===== src/rtl/i2s_receiver_if.sv =====
// Stereo pair hand-off between the I2S receiver (master side) and the audio datapath (slave side).
interface i2s_receiver_if #(
  parameter int WIDTH = 16
) ();
  logic [WIDTH-1:0] left_sample;
  logic [WIDTH-1:0] right_sample;
  logic             pair_valid;
  logic             pair_ready;

  modport master (
    output left_sample,
    output right_sample,
    output pair_valid,
    input  pair_ready
  );

  modport slave (
    input  left_sample,
    input  right_sample,
    input  pair_valid,
    output pair_ready
  );
endinterface


===== src/rtl/i2s_receiver.sv =====
// I2S slave receiver: oversamples LRCLK/SCLK/SD in the MCLK domain, deserialises MSB-first words
// with the one-bit I2S delay and presents left/right pairs through a valid/ready holding register.
module i2s_receiver #(
  parameter int WIDTH = 16
) (
  input  logic           MCLK,
  input  logic           resetN,
  input  logic           onOff,
  input  logic           LRCLK,
  input  logic           SCLK,
  input  logic           SD,
  input  logic           clear_err,
  output logic           overrun,
  output logic           frame_err,
  i2s_receiver_if.master pair
);

  localparam int CW = $clog2(WIDTH + 1);

  typedef enum logic [1:0] {
    UNSYNCED  = 2'd0,
    CAPTURE   = 2'd1,
    DONE_SLOT = 2'd2
  } state_t;

  logic r_sckMeta, r_sckSync, r_sckDly;
  logic r_sdMeta, r_sdSync;
  logic r_lrMeta, r_lrSync;

  state_t           r_state;
  logic [CW-1:0]    r_cnt;
  logic [WIDTH-1:0] r_shift;
  logic [WIDTH-1:0] r_leftStage;
  logic             r_leftValid;
  logic             r_chan;
  logic             r_lrPrev;

  logic             w_sckRise;
  logic             w_wsChange;
  logic [WIDTH-1:0] w_shiftNext;
  logic [CW-1:0]    w_cntNext;
  logic             w_bitTaken;
  logic             w_wordDone;
  logic             w_shortSlot;
  logic             w_leftDone;
  logic             w_rightDone;
  logic             w_pairDone;

  // SD and LRCLK share the 2-FF depth of SCLK so bit alignment survives synchronisation.
  always_ff @(posedge MCLK) begin
    if (!resetN) begin
      r_sckMeta <= 1'b0;
      r_sckSync <= 1'b0;
      r_sckDly  <= 1'b0;
      r_sdMeta  <= 1'b0;
      r_sdSync  <= 1'b0;
      r_lrMeta  <= 1'b0;
      r_lrSync  <= 1'b0;
    end else begin
      r_sckMeta <= SCLK;
      r_sckSync <= r_sckMeta;
      r_sckDly  <= r_sckSync;
      r_sdMeta  <= SD;
      r_sdSync  <= r_sdMeta;
      r_lrMeta  <= LRCLK;
      r_lrSync  <= r_lrMeta;
    end
  end

  always_comb begin
    w_sckRise   = r_sckSync & ~r_sckDly;
    w_wsChange  = w_sckRise & (r_lrSync != r_lrPrev);
    w_shiftNext = {r_shift[WIDTH-2:0], r_sdSync};
    w_cntNext   = r_cnt + CW'(1);
    w_bitTaken  = onOff & w_sckRise & (r_state == CAPTURE);
    w_wordDone  = w_bitTaken & (w_cntNext == CW'(WIDTH));
    w_shortSlot = onOff & w_wsChange & (r_state == CAPTURE) & (w_cntNext != CW'(WIDTH));
    w_leftDone  = w_wordDone & ~r_chan;
    w_rightDone = w_wordDone & r_chan;
    w_pairDone  = w_rightDone & r_leftValid;
  end

  // r_lrPrev keeps tracking while disabled so re-enable never sees a stale word-select change.
  always_ff @(posedge MCLK) begin
    if (!resetN) begin
      r_state           <= UNSYNCED;
      r_cnt             <= '0;
      r_shift           <= '0;
      r_leftStage       <= '0;
      r_leftValid       <= 1'b0;
      r_chan            <= 1'b0;
      r_lrPrev          <= 1'b0;
      pair.left_sample  <= '0;
      pair.right_sample <= '0;
      pair.pair_valid   <= 1'b0;
      overrun           <= 1'b0;
      frame_err         <= 1'b0;
    end else begin
      if (w_sckRise) begin
        r_lrPrev <= r_lrSync;
      end

      if (!onOff) begin
        r_state     <= UNSYNCED;
        r_cnt       <= '0;
        r_shift     <= '0;
        r_leftStage <= '0;
        r_leftValid <= 1'b0;
      end else if (w_sckRise) begin
        if (w_leftDone) begin
          r_leftStage <= w_shiftNext;
          r_leftValid <= 1'b1;
        end
        if (w_rightDone || w_shortSlot) begin
          r_leftValid <= 1'b0;
        end
        if (w_wsChange) begin
          r_state <= CAPTURE;
          r_cnt   <= '0;
          r_shift <= '0;
          r_chan  <= r_lrSync;
          if (!r_lrSync) begin
            r_leftValid <= 1'b0;
          end
        end else if (r_state == CAPTURE) begin
          r_shift <= w_shiftNext;
          r_cnt   <= w_cntNext;
          if (w_wordDone) begin
            r_state <= DONE_SLOT;
          end
        end
      end

      // A completing pair always wins over acceptance, so valid stays high when both coincide.
      if (w_pairDone) begin
        pair.left_sample  <= r_leftStage;
        pair.right_sample <= w_shiftNext;
        pair.pair_valid   <= 1'b1;
      end else if (pair.pair_valid && pair.pair_ready) begin
        pair.pair_valid <= 1'b0;
      end

      if (w_pairDone && pair.pair_valid && !pair.pair_ready) begin
        overrun <= 1'b1;
      end else if (clear_err) begin
        overrun <= 1'b0;
      end

      if (w_shortSlot) begin
        frame_err <= 1'b1;
      end else if (clear_err) begin
        frame_err <= 1'b0;
      end
    end
  end

endmodule

===== src/flat_wrapper.sv =====
// flat-port wrapper written by rule: the top's interface ports become plain ports
module i2s_receiver_flat 
#(
  parameter int WIDTH = 16
)
  (MCLK, resetN, onOff, LRCLK, SCLK, SD, clear_err, overrun, frame_err, pair_left_sample, pair_right_sample, pair_pair_valid, pair_pair_ready);
  i2s_receiver_if #(.WIDTH(WIDTH)) pair_i ();
  input  logic MCLK;
  input  logic resetN;
  input  logic onOff;
  input  logic LRCLK;
  input  logic SCLK;
  input  logic SD;
  input  logic clear_err;
  output logic overrun;
  output logic frame_err;
  output wire logic [$bits(pair_i.left_sample)-1:0] pair_left_sample;
  output wire logic [$bits(pair_i.right_sample)-1:0] pair_right_sample;
  output wire logic [$bits(pair_i.pair_valid)-1:0] pair_pair_valid;
  input wire logic [$bits(pair_i.pair_ready)-1:0] pair_pair_ready;
  assign pair_left_sample = pair_i.left_sample;
  assign pair_right_sample = pair_i.right_sample;
  assign pair_pair_valid = pair_i.pair_valid;
  assign pair_i.pair_ready = pair_pair_ready;
  i2s_receiver #(.WIDTH(WIDTH)) u_core (.MCLK(MCLK), .resetN(resetN), .onOff(onOff), .LRCLK(LRCLK), .SCLK(SCLK), .SD(SD), .clear_err(clear_err), .overrun(overrun), .frame_err(frame_err), .pair(pair_i));
endmodule

===== config.mk =====
export PLATFORM = sky130hd
export DESIGN_NAME = i2s_receiver_flat
export DESIGN_NICKNAME = d
export VERILOG_FILES = /design/src/rtl/i2s_receiver_if.sv /design/src/rtl/i2s_receiver.sv /design/src/flat_wrapper.sv
export SDC_FILE = /design/constraint.sdc
export NUM_CORES = 1
export LEC_CHECK = 0
export ABC_CLOCK_PERIOD_IN_PS = 5100
export CORE_MARGIN = 4
export CORE_UTILIZATION = 46
export DETAILED_ROUTE_END_ITERATION = 10
export PLACE_DENSITY = 0.74
export RECOVER_POWER = 50
export SYNTH_ARGS = -nofsm -noshare
export SYNTH_HDL_FRONTEND = slang
export SYNTH_SLANG_ARGS = --single-unit

===== constraint.sdc =====
create_clock -name MCLK -period 5.1 [get_ports MCLK]
set_clock_uncertainty 0.05 [all_clocks]
set_input_delay 1.02 -clock MCLK [delete_from_list [all_inputs] [get_ports MCLK]]
set_output_delay 1.02 -clock MCLK [all_outputs]
set_load 0.02 [all_outputs]

==> reports/summary.txt, run 1 <==
status: completed
vias: 2538
peak supply drop: 0.1635 mV
chip height: 93.24 µm
GRT overflow: 0
Worst-Skew Late Latency: 0.35 ns
Iter 0 DRT Violations: 135
dpl cells: 486
critical path endpoint: u_core.r_shift[0]
Synth Area per Inst: 9.032 µm²
Non-Filler Instances: 502
routed length on met3: 326 µm
met2 WL: 3305 µm
first-pass GRT wire length: 11480 µm
worst flop-to-flop path endpoint: u_core.pair.left_sample[3]
P&R area growth vs syn: 19.24%
Hold Path Class: flip-flop to flip-flop
Max Root-Sink Buffers: 2
HPWL Detailed: 4348 µm
maximum clock frequency: 0.2746 GHz
Synth cell types: 34
CP Launch Type: input pin
CTS tree: done
post-CTS sizing: 0
Crit. End Element: flip-flop
share of cells above drive strength 1: 20.44%
Req. time, crit path: 5.30 ns
IO buf count: 42
Power Dens Cells: 301.3 mW/mm²
share of the synthesized area in the top cell type: 49.72%
register bit total from synthesis: 83
Mapped Cells: 370
CTS root buf: clkbuf_8
CTS Buf Count: 9
GR Util All Layers: 16.37%
post-route ant nets: 0
cts hold-fix bufs: 0
ANT cells: 0
die footprint: 0.008693 mm²
Clock transition at path regs: 0.08 ns
hold slack: 0.3880 ns
Core Footprint: 0.006907 mm²
depth of the CTS H-tree: 3
gp weighted congestion: 0.8028
# clock sinks: 83
io pins: 43
worst path arrival time: 3.84 ns
initial antenna violation count: 0
Worst-Margin Slew: 1.487 ns
largest net degree at the start of global routing: 47
Final TNS setup: 0 ns
initial core utilization: 48.39%
Warnings, synthesis: 0
vias in the first global route: 2586
RSZ-0062 raised after global routing: no
Via density: 5.056
R2R cell count: 5
Met1 Wirelength: 2832 µm
NumNets Final: 410
Leak: 0.001371 µW
Hold Vio Cnt, Final: 0
Slew HR: 0.8662%
Avg WL per Cell: 13.00 µm
num rows: 30
Synth area leaders: dfxtp_1, nand2_1, a21boi_2
syn_nets: 379
most common cell in the netlist: nand2_1
reg2reg start: u_core.r_sckDly
Design Power: 1201 µW
Final Max Tran Viols: 0
flop2flop setup slack: 2.59 ns
fin crit share: 71.42%
Setup crit start: resetN
most common library cells after synthesis: nand2_1, dfxtp_1, a21oi_1, nand2_2, a21boi_2
Die X: 93.24 µm
DRC: 0
Crit Path Class: input pin to flip-flop
max-cap viol count: 0
post-layout util: 57.70%
Synth Cell Area: 0.003342 mm²
Async SR Flop Fraction: 0%
Routed WL: 6524 µm
Max FO, Critical Path: 46
Max Used Layer: met4
EDFF count, synth: 0
Post-CTS Setup Inserts: 0
Final setup viols: 0
Synth area leader: dfxtp_1
Post-synth top flop: dfxtp_1
crit path time final: 3.642 ns
DR pass1 iterations: 4
sequential fraction of the synthesis area: 49.72%
layout make-up:
class,instances,area [µm²]
clock buffer,9,123.9
tap,96,120.1
timing repair buffer,44,431.7
multi-input combinational,261,1541
fill,653,2922
sequential,83,1662
clock inverter,7,98.84
inverter,2,7.507
worst max-delay path, cell delays in order:
cell and delay, ns:
clkdlybuf4s50_1 0.45, clkbuf_1 1.07, nand3_1 0.94, a21oi_1 0.35
layer usage:
metal | global-route usage [%] | vias up
li1 | - | 1276
met1 | 18.89 | 1200
met2 | 29.12 | 56
met3 | 4.907 | 6
met4 | 4.640 | 0
met5 | 0 | -
placed cells by master, fill, tap and decap left out, types with 2 or more instances in the layout:
cell type and n:
clkbuf_8 9, nand2_2 31, a21boi_2 30, and2_1 6, nor2b_1 7, nand4_1 3
nand2_1 107, a21boi_1 2, a31oi_1 2, dfxtp_1 83, or3_1 2, xor2_1 4
and2_0 3, nor3_4 2, clkdlybuf4s50_1 7, nor2_1 7, nand3_1 2, dlygate4sd3_1 35
o21ai_0 3, inv_1 2, a21oi_1 36, inv_6 2, bufinv_16 2, o21a_1 2
metrics by stage:
stage	area (µm²)	worst slack, ns
floorplan	3342	2.845
global placement	3766	1.772
detailed placement	3766	1.730
CTS	3989	2.106
global route	3985	0.9555
finish	3985	1.458
sequential cells by signal, indices dropped and copies added, names as in the netlist, 2 cells and up:
signal / count
u_core.pair.left_sample: 16
u_core.pair.right_sample: 16
u_core.r_cnt: 5
u_core.r_leftStage: 16
u_core.r_shift: 15
u_core.r_state: 2
worst min path at each step:
stage	slack [ns]	depth (start not counted)	from	to
6_report	0.39	1	u_core.r_sckMeta	u_core.r_sckSync
5_1_grt	0.40	1	u_core.r_sckMeta	u_core.r_sckSync
4_1_cts	0.39	1	u_core.r_sckMeta	u_core.r_sckSync
3_5_place_dp	0.37	1	u_core.r_sckMeta	u_core.r_sckSync
3_3_place_gp	0.36	1	u_core.r_sckMeta	u_core.r_sckSync
2_1_floorplan	0.36	1	u_core.r_lrMeta	u_core.r_lrSync
cells by family after synthesis:
group / Yosys count / share of synthesized area, %
AOI/OAI and AO/OA: 79 / 18.49
xor gates and xnor gates: 5 / 1.310
adders and majority gates: 1 / 0.3743
buffers and inverters: 26 / 4.156
DFF: 83 / 49.72
and+or+nand+nor: 176 / 25.95
report_power, final:
group	internal (µW)	switching (µW)	total (µW)
Sequential	651	2.30	653
Clock	279	241	520
Combinational	14.0	13.2	27.2
No activity file was read; power rests on OpenSTA's default activity.
==> run 2: changes to the inputs <==
- ABC_CLOCK_PERIOD_IN_PS: 5100 -> 3800
- clock period: 5.1 -> 3.8 ns (I/O delays scaled with it)
==> reports/summary.txt, run 2 (synthesized netlist as in run 1, its figures left out) <==
ANT cells: 0 (unchanged)
share of cells above drive strength 1: 20.83% (+0.39 points)
post-route ant nets: 0 (unchanged)
Final TNS setup: 0 ns (unchanged)
Max Root-Sink Buffers: 2 (unchanged)
GRT overflow: 0 (unchanged)
Crit. End Element: flip-flop
Iter 0 DRT Violations: 111 (-18%)
filler instances: 672 (+2.9%)
most common cell after layout, fill and taps aside: nand2_1
fin crit share: 71.95%
vias in the first global route: 2519 (-2.6%)
most frequent cells in the layout: nand2_1, dfxtp_1, dlygate4sd3_1
num rows: 30 (unchanged)
CTS root buf: clkbuf_8
Leak: 0.001363 µW (-0.62%)
IO buf count: 42 (unchanged)
initial core utilization: 48.39% (unchanged)
crit path time final: 2.734 ns
CTS tree: done
Die X: 93.24 µm (unchanged)
initial antenna violation count: 0 (unchanged)
post-layout util: 57.57% (-0.13 points)
CTS Buf Count: 9 (unchanged)
Slew HR: 37.82% (+37 points)
GR Util All Layers: 16.02% (-0.35 points)
Routed WL: 6365 µm (-2.4%)
Final setup viols: 0 (unchanged)
Final Max Tran Viols: 0 (unchanged)
chip height: 93.24 µm (unchanged)
Regs by FF count: u_core.pair.left_sample x16, u_core.pair.right_sample x16, u_core.r_leftStage x16
worst path arrival time: 2.93 ns (-0.91 ns)
CP Launch Type: input pin
depth of the CTS H-tree: 3 (unchanged)
HPWL Detailed: 4447 µm (+2.3%)
Post-CTS Setup Inserts: 0 (unchanged)
P&R area growth vs syn: 18.98%
# clock sinks: 83 (unchanged)
Hold Path Stages: 1 (unchanged)
Clock transition at path regs: 0.09 ns (about the same)
Avg WL per Cell: 12.63 µm (-2.8%)
status: completed
max-cap viol count: 0 (unchanged)
Max FO, Critical Path: 18 (-61%)
Hold Vio Cnt, Final: 0 (unchanged)
R2R cell count: 6 (+1)
maximum clock frequency: 0.3658 GHz
Req. time, crit path: 4.00 ns (-1.30 ns)
vias: 2543 (+0.20%)
RSZ-0062 raised after global routing: no
peak supply drop: 0.2436 mV (+49%)
first-pass GRT wire length: 11230 µm (-2.2%)
DRC: 0 (unchanged)
post-CTS sizing: 0 (unchanged)
DR pass1 iterations: 4 (unchanged)
Via density: 5.046 (-0.20%)
cts hold-fix bufs: 0 (unchanged)
io pins: 43 (unchanged)
gp weighted congestion: 0.7949 (-0.98%)
Worst-Skew Late Latency: 0.35 ns (about the same)
Worst-Margin Slew: 0.9327 ns (-0.5543 ns)
largest net degree at the start of global routing: 31 (-34%)
die footprint: 0.008693 mm² (unchanged)
NumNets Final: 412 (+0.49%)
Hold Path Class: flip-flop to flip-flop
Power Dens Cells: 387.7 mW/mm² (+29%)
Core Footprint: 0.006907 mm² (unchanged)
Crit Path Class: input pin to flip-flop
[run 2: cell count changes in the layout (fill, tap and decap cells not counted), sizes merged]
cell	before	now
clkdlybuf4s50	7	5
dlygate4sd3	35	37
clkinvlp	1	3
clkinv	2	1
buf	1	3
bufinv	2	1
[run 2: path summary, 6_finish.rpt]
kind / slack (ns) / start / to
worst min-delay path: 0.39 / u_core.r_sdMeta / u_core.r_sdSync
worst max-delay path: 1.07 / onOff / u_core.pair.left_sample[9]
worst max register to register: 1.41 / u_core.r_sckDly / u_core.pair.left_sample[9]
worst min register to register: 0.39 / u_core.r_sdMeta / u_core.r_sdSync
[run 2: metrics by stage]
step	total power, µW	cells	worst slack, ns	area (µm²)	hold slack [ns]
finish	1542	504	1.066	3976	0.3909
detailed placement	933.6	488	0.7761	3781	0.3735
floorplan	921.7	370	1.805	3342	0.3619
global placement	933.1	488	0.8710	3781	0.3669
global route	1590	504	0.9466	3976	0.4037
CTS	1559	504	1.137	3980	0.3948
[run 2: layer usage]
layer  wire, µm  share of wire, %  GRT usage, %
met5          0                 0             0
met3        232               3.6         3.379
met2       3114                49         27.34
met4        138               2.2         7.692
met1       2879                45         19.06
[run 2: cell type report]
| class | instances | area, µm² | share of cell area, % |
|---|---|---|---|
| multi-input cells | 261 | 1541 | 38.77 |
| clock buffers | 9 | 123.9 | 3.115 |
| flip-flops and latches | 83 | 1662 | 41.79 |
| clock inverters | 7 | 75.07 | 1.888 |
| repair buffers | 46 | 446.7 | 11.23 |
| inverters | 2 | 7.507 | 0.1888 |
| well taps | 96 | 120.1 | 3.021 |
[run 2: critical path, cell delays in order]
cell	delay, ns
dlygate4sd3_1	0.79
nand4_4	0.17
or3_1	0.67
buf_4	0.37
nand2_2	0.11
a21boi_2	0.05
[run 2: where the power goes]
group / internal (µW) / switching [µW] / total (µW)
clock network: 306 / 323 / 630
registers: 873 / 3.07 / 876
logic: 17.9 / 18.0 / 35.9
==> run 3: changes to the inputs <==
- ABC_CLOCK_PERIOD_IN_PS: 3800 -> 2700
- clock period: 3.8 -> 2.7 ns (I/O delays scaled with it)
==> reports/summary.txt, run 3 (synthesized netlist as in run 1, its figures left out) <==
Slew HR: 40.41% (+2.6 points)
post-CTS sizing: 0 (unchanged)
Worst-Skew Late Latency: 0.35 ns (about the same)
depth of the CTS H-tree: 3 (unchanged)
CTS Buf Count: 9 (unchanged)
Hold Vio Cnt, Final: 0 (unchanged)
die footprint: 0.008693 mm² (unchanged)
maximum clock frequency: 0.4631 GHz
cts hold-fix bufs: 0 (unchanged)
crit path time final: 2.159 ns
first-pass GRT wire length: 10940 µm (-2.6%)
chip height: 93.24 µm (unchanged)
Power Dens Cells: 539.0 mW/mm² (+39%)
Via density: 4.982 (-1.3%)
Hold Path Class: flip-flop to flip-flop
vias: 2536 (-0.28%)
post-route ant nets: 0 (unchanged)
Worst Hold End: u_core.r_sckSync
Post-CTS Setup Inserts: 0 (unchanged)
worst flop-to-flop path endpoint: u_core.pair.left_sample[0]
CP Launch Type: input pin
fin crit share: 79.97%
most common cell after layout, fill and taps aside: nand2_1
HPWL Detailed: 4361 µm (-1.9%)
Leak: 0.001349 µW (-1.0%)
Die X: 93.24 µm (unchanged)
# clock sinks: 83 (unchanged)
Iter 0 DRT Violations: 98 (-12%)
setup ws final: 0.5407 ns (-0.5253 ns)
reg2reg start: u_core.r_sckDly
P&R area growth vs syn: 19.66%
Final setup viols: 0 (unchanged)
Clock transition at path regs: 0.08 ns (about the same)
Hold Crit Start: u_core.r_sckMeta
NumNets Final: 417 (+1.2%)
DRC: 0 (unchanged)
largest net degree at the start of global routing: 35 (+13%)
flop2flop setup slack: 0.55 ns (-0.86 ns)
dpl ws: 0.3857 ns (-0.3904 ns)
max-cap viol count: 0 (unchanged)
Worst-Margin Slew: 0.8938 ns (-0.03882 ns)
Crit. End Element: flip-flop
Max Root-Sink Buffers: 2 (unchanged)
DR pass1 iterations: 4 (unchanged)
IO buf count: 42 (unchanged)
share of cells above drive strength 1: 21.31% (+0.47 points)
Avg WL per Cell: 12.26 µm (-2.9%)
Routed WL: 6240 µm (-2.0%)
Non-Filler Instances: 509 (+0.99%)
CTS tree: done
CTS root buf: clkbuf_8
GRT overflow: 0 (unchanged)
R2R cell count: 6 (unchanged)
initial antenna violation count: 0 (unchanged)
Regs by FF count: u_core.pair.left_sample x16, u_core.pair.right_sample x16, u_core.r_leftStage x16
dpl cells: 493 (+1.0%)
Core Footprint: 0.006907 mm² (unchanged)
GR Util All Layers: 15.69% (-0.32 points)
most frequent cells in the layout: nand2_1, dfxtp_1, a21oi_1
io pins: 43 (unchanged)
num rows: 30 (unchanged)
Post-DP Area: 0.003819 mm² (+0.99%)
Post-Layout Inst Area: 0.003999 mm² (+0.57%)
vias in the first global route: 2495 (-0.95%)
gp weighted congestion: 0.7607 (-4.3%)
Hold Path Stages: 1 (unchanged)
Final TNS setup: 0 ns (unchanged)
peak supply drop: 0.3388 mV (+39%)
Max FO, Critical Path: 18 (unchanged)
hold slack: 0.3892 ns (-0.001755 ns)
Crit Path Class: input pin to flip-flop
worst path arrival time: 2.39 ns (-0.54 ns)
Req. time, crit path: 2.93 ns (-1.07 ns)
Final Max Tran Viols: 0 (unchanged)
initial core utilization: 48.39% (unchanged)
ANT cells: 0 (unchanged)
RSZ-0062 raised after global routing: no
status: completed
[run 3: worst max path at each step]
stage                               start                          end  slack [ns]  depth (start not counted)
final                              resetN            u_core.r_shift[4]        0.54                          5
after global routing               resetN           u_core.r_shift[12]        0.34                          5
after CTS                 u_core.r_sckDly  u_core.pair.left_sample[10]        0.71                          6
after detailed placement            onOff        u_core.r_leftStage[7]        0.39                          5
after global placement              onOff       u_core.r_leftStage[15]        0.43                          5
after floorplan                     onOff       u_core.r_leftStage[10]        0.92                          7
[run 3: metrics by stage]
step	total power (µW)	util, %
final	2155	57.90
after global routing	2234	57.90
after CTS	2178	58.08
after detailed placement	1319	55.29
after global placement	1317	55.29
after floorplan	1297	-
[run 3: area by class of cell]
type | instances | area (µm²)
well taps | 96 | 120.1
fillers | 662 | 2908
inverters | 2 | 7.507
multi-input cells | 261 | 1541
repair buffers | 51 | 475.5
clock buffers | 10 | 127.6
flip-flops and latches | 83 | 1662
clock inverters | 6 | 65.06
[run 3: critical path: stages]
cell,delay (ns)
dlygate4sd3_1,0.54
clkbuf_1,0.49
nand3_1,0.28
clkbuf_2,0.34
a21oi_1,0.19
[run 3: report_power, final]
part	leakage [µW]	internal, µW	switching [µW]	total [µW]
sequential	0.000670	1230	4.47	1230
combinational	0.000582	27.7	26.1	53.9
clock	0.0000966	429	439	868
total	0.00135	1690	470	2160
[run 3: per-layer routing]
layer | GRT usage (%) | vias up | wire (µm)
met3 | 5.149 | 12 | 302
met5 | 0 | - | 0
met4 | 5.617 | 0 | 78
li1 | - | 1287 | -
met1 | 18.05 | 1174 | 2803
met2 | 27.10 | 63 | 3056
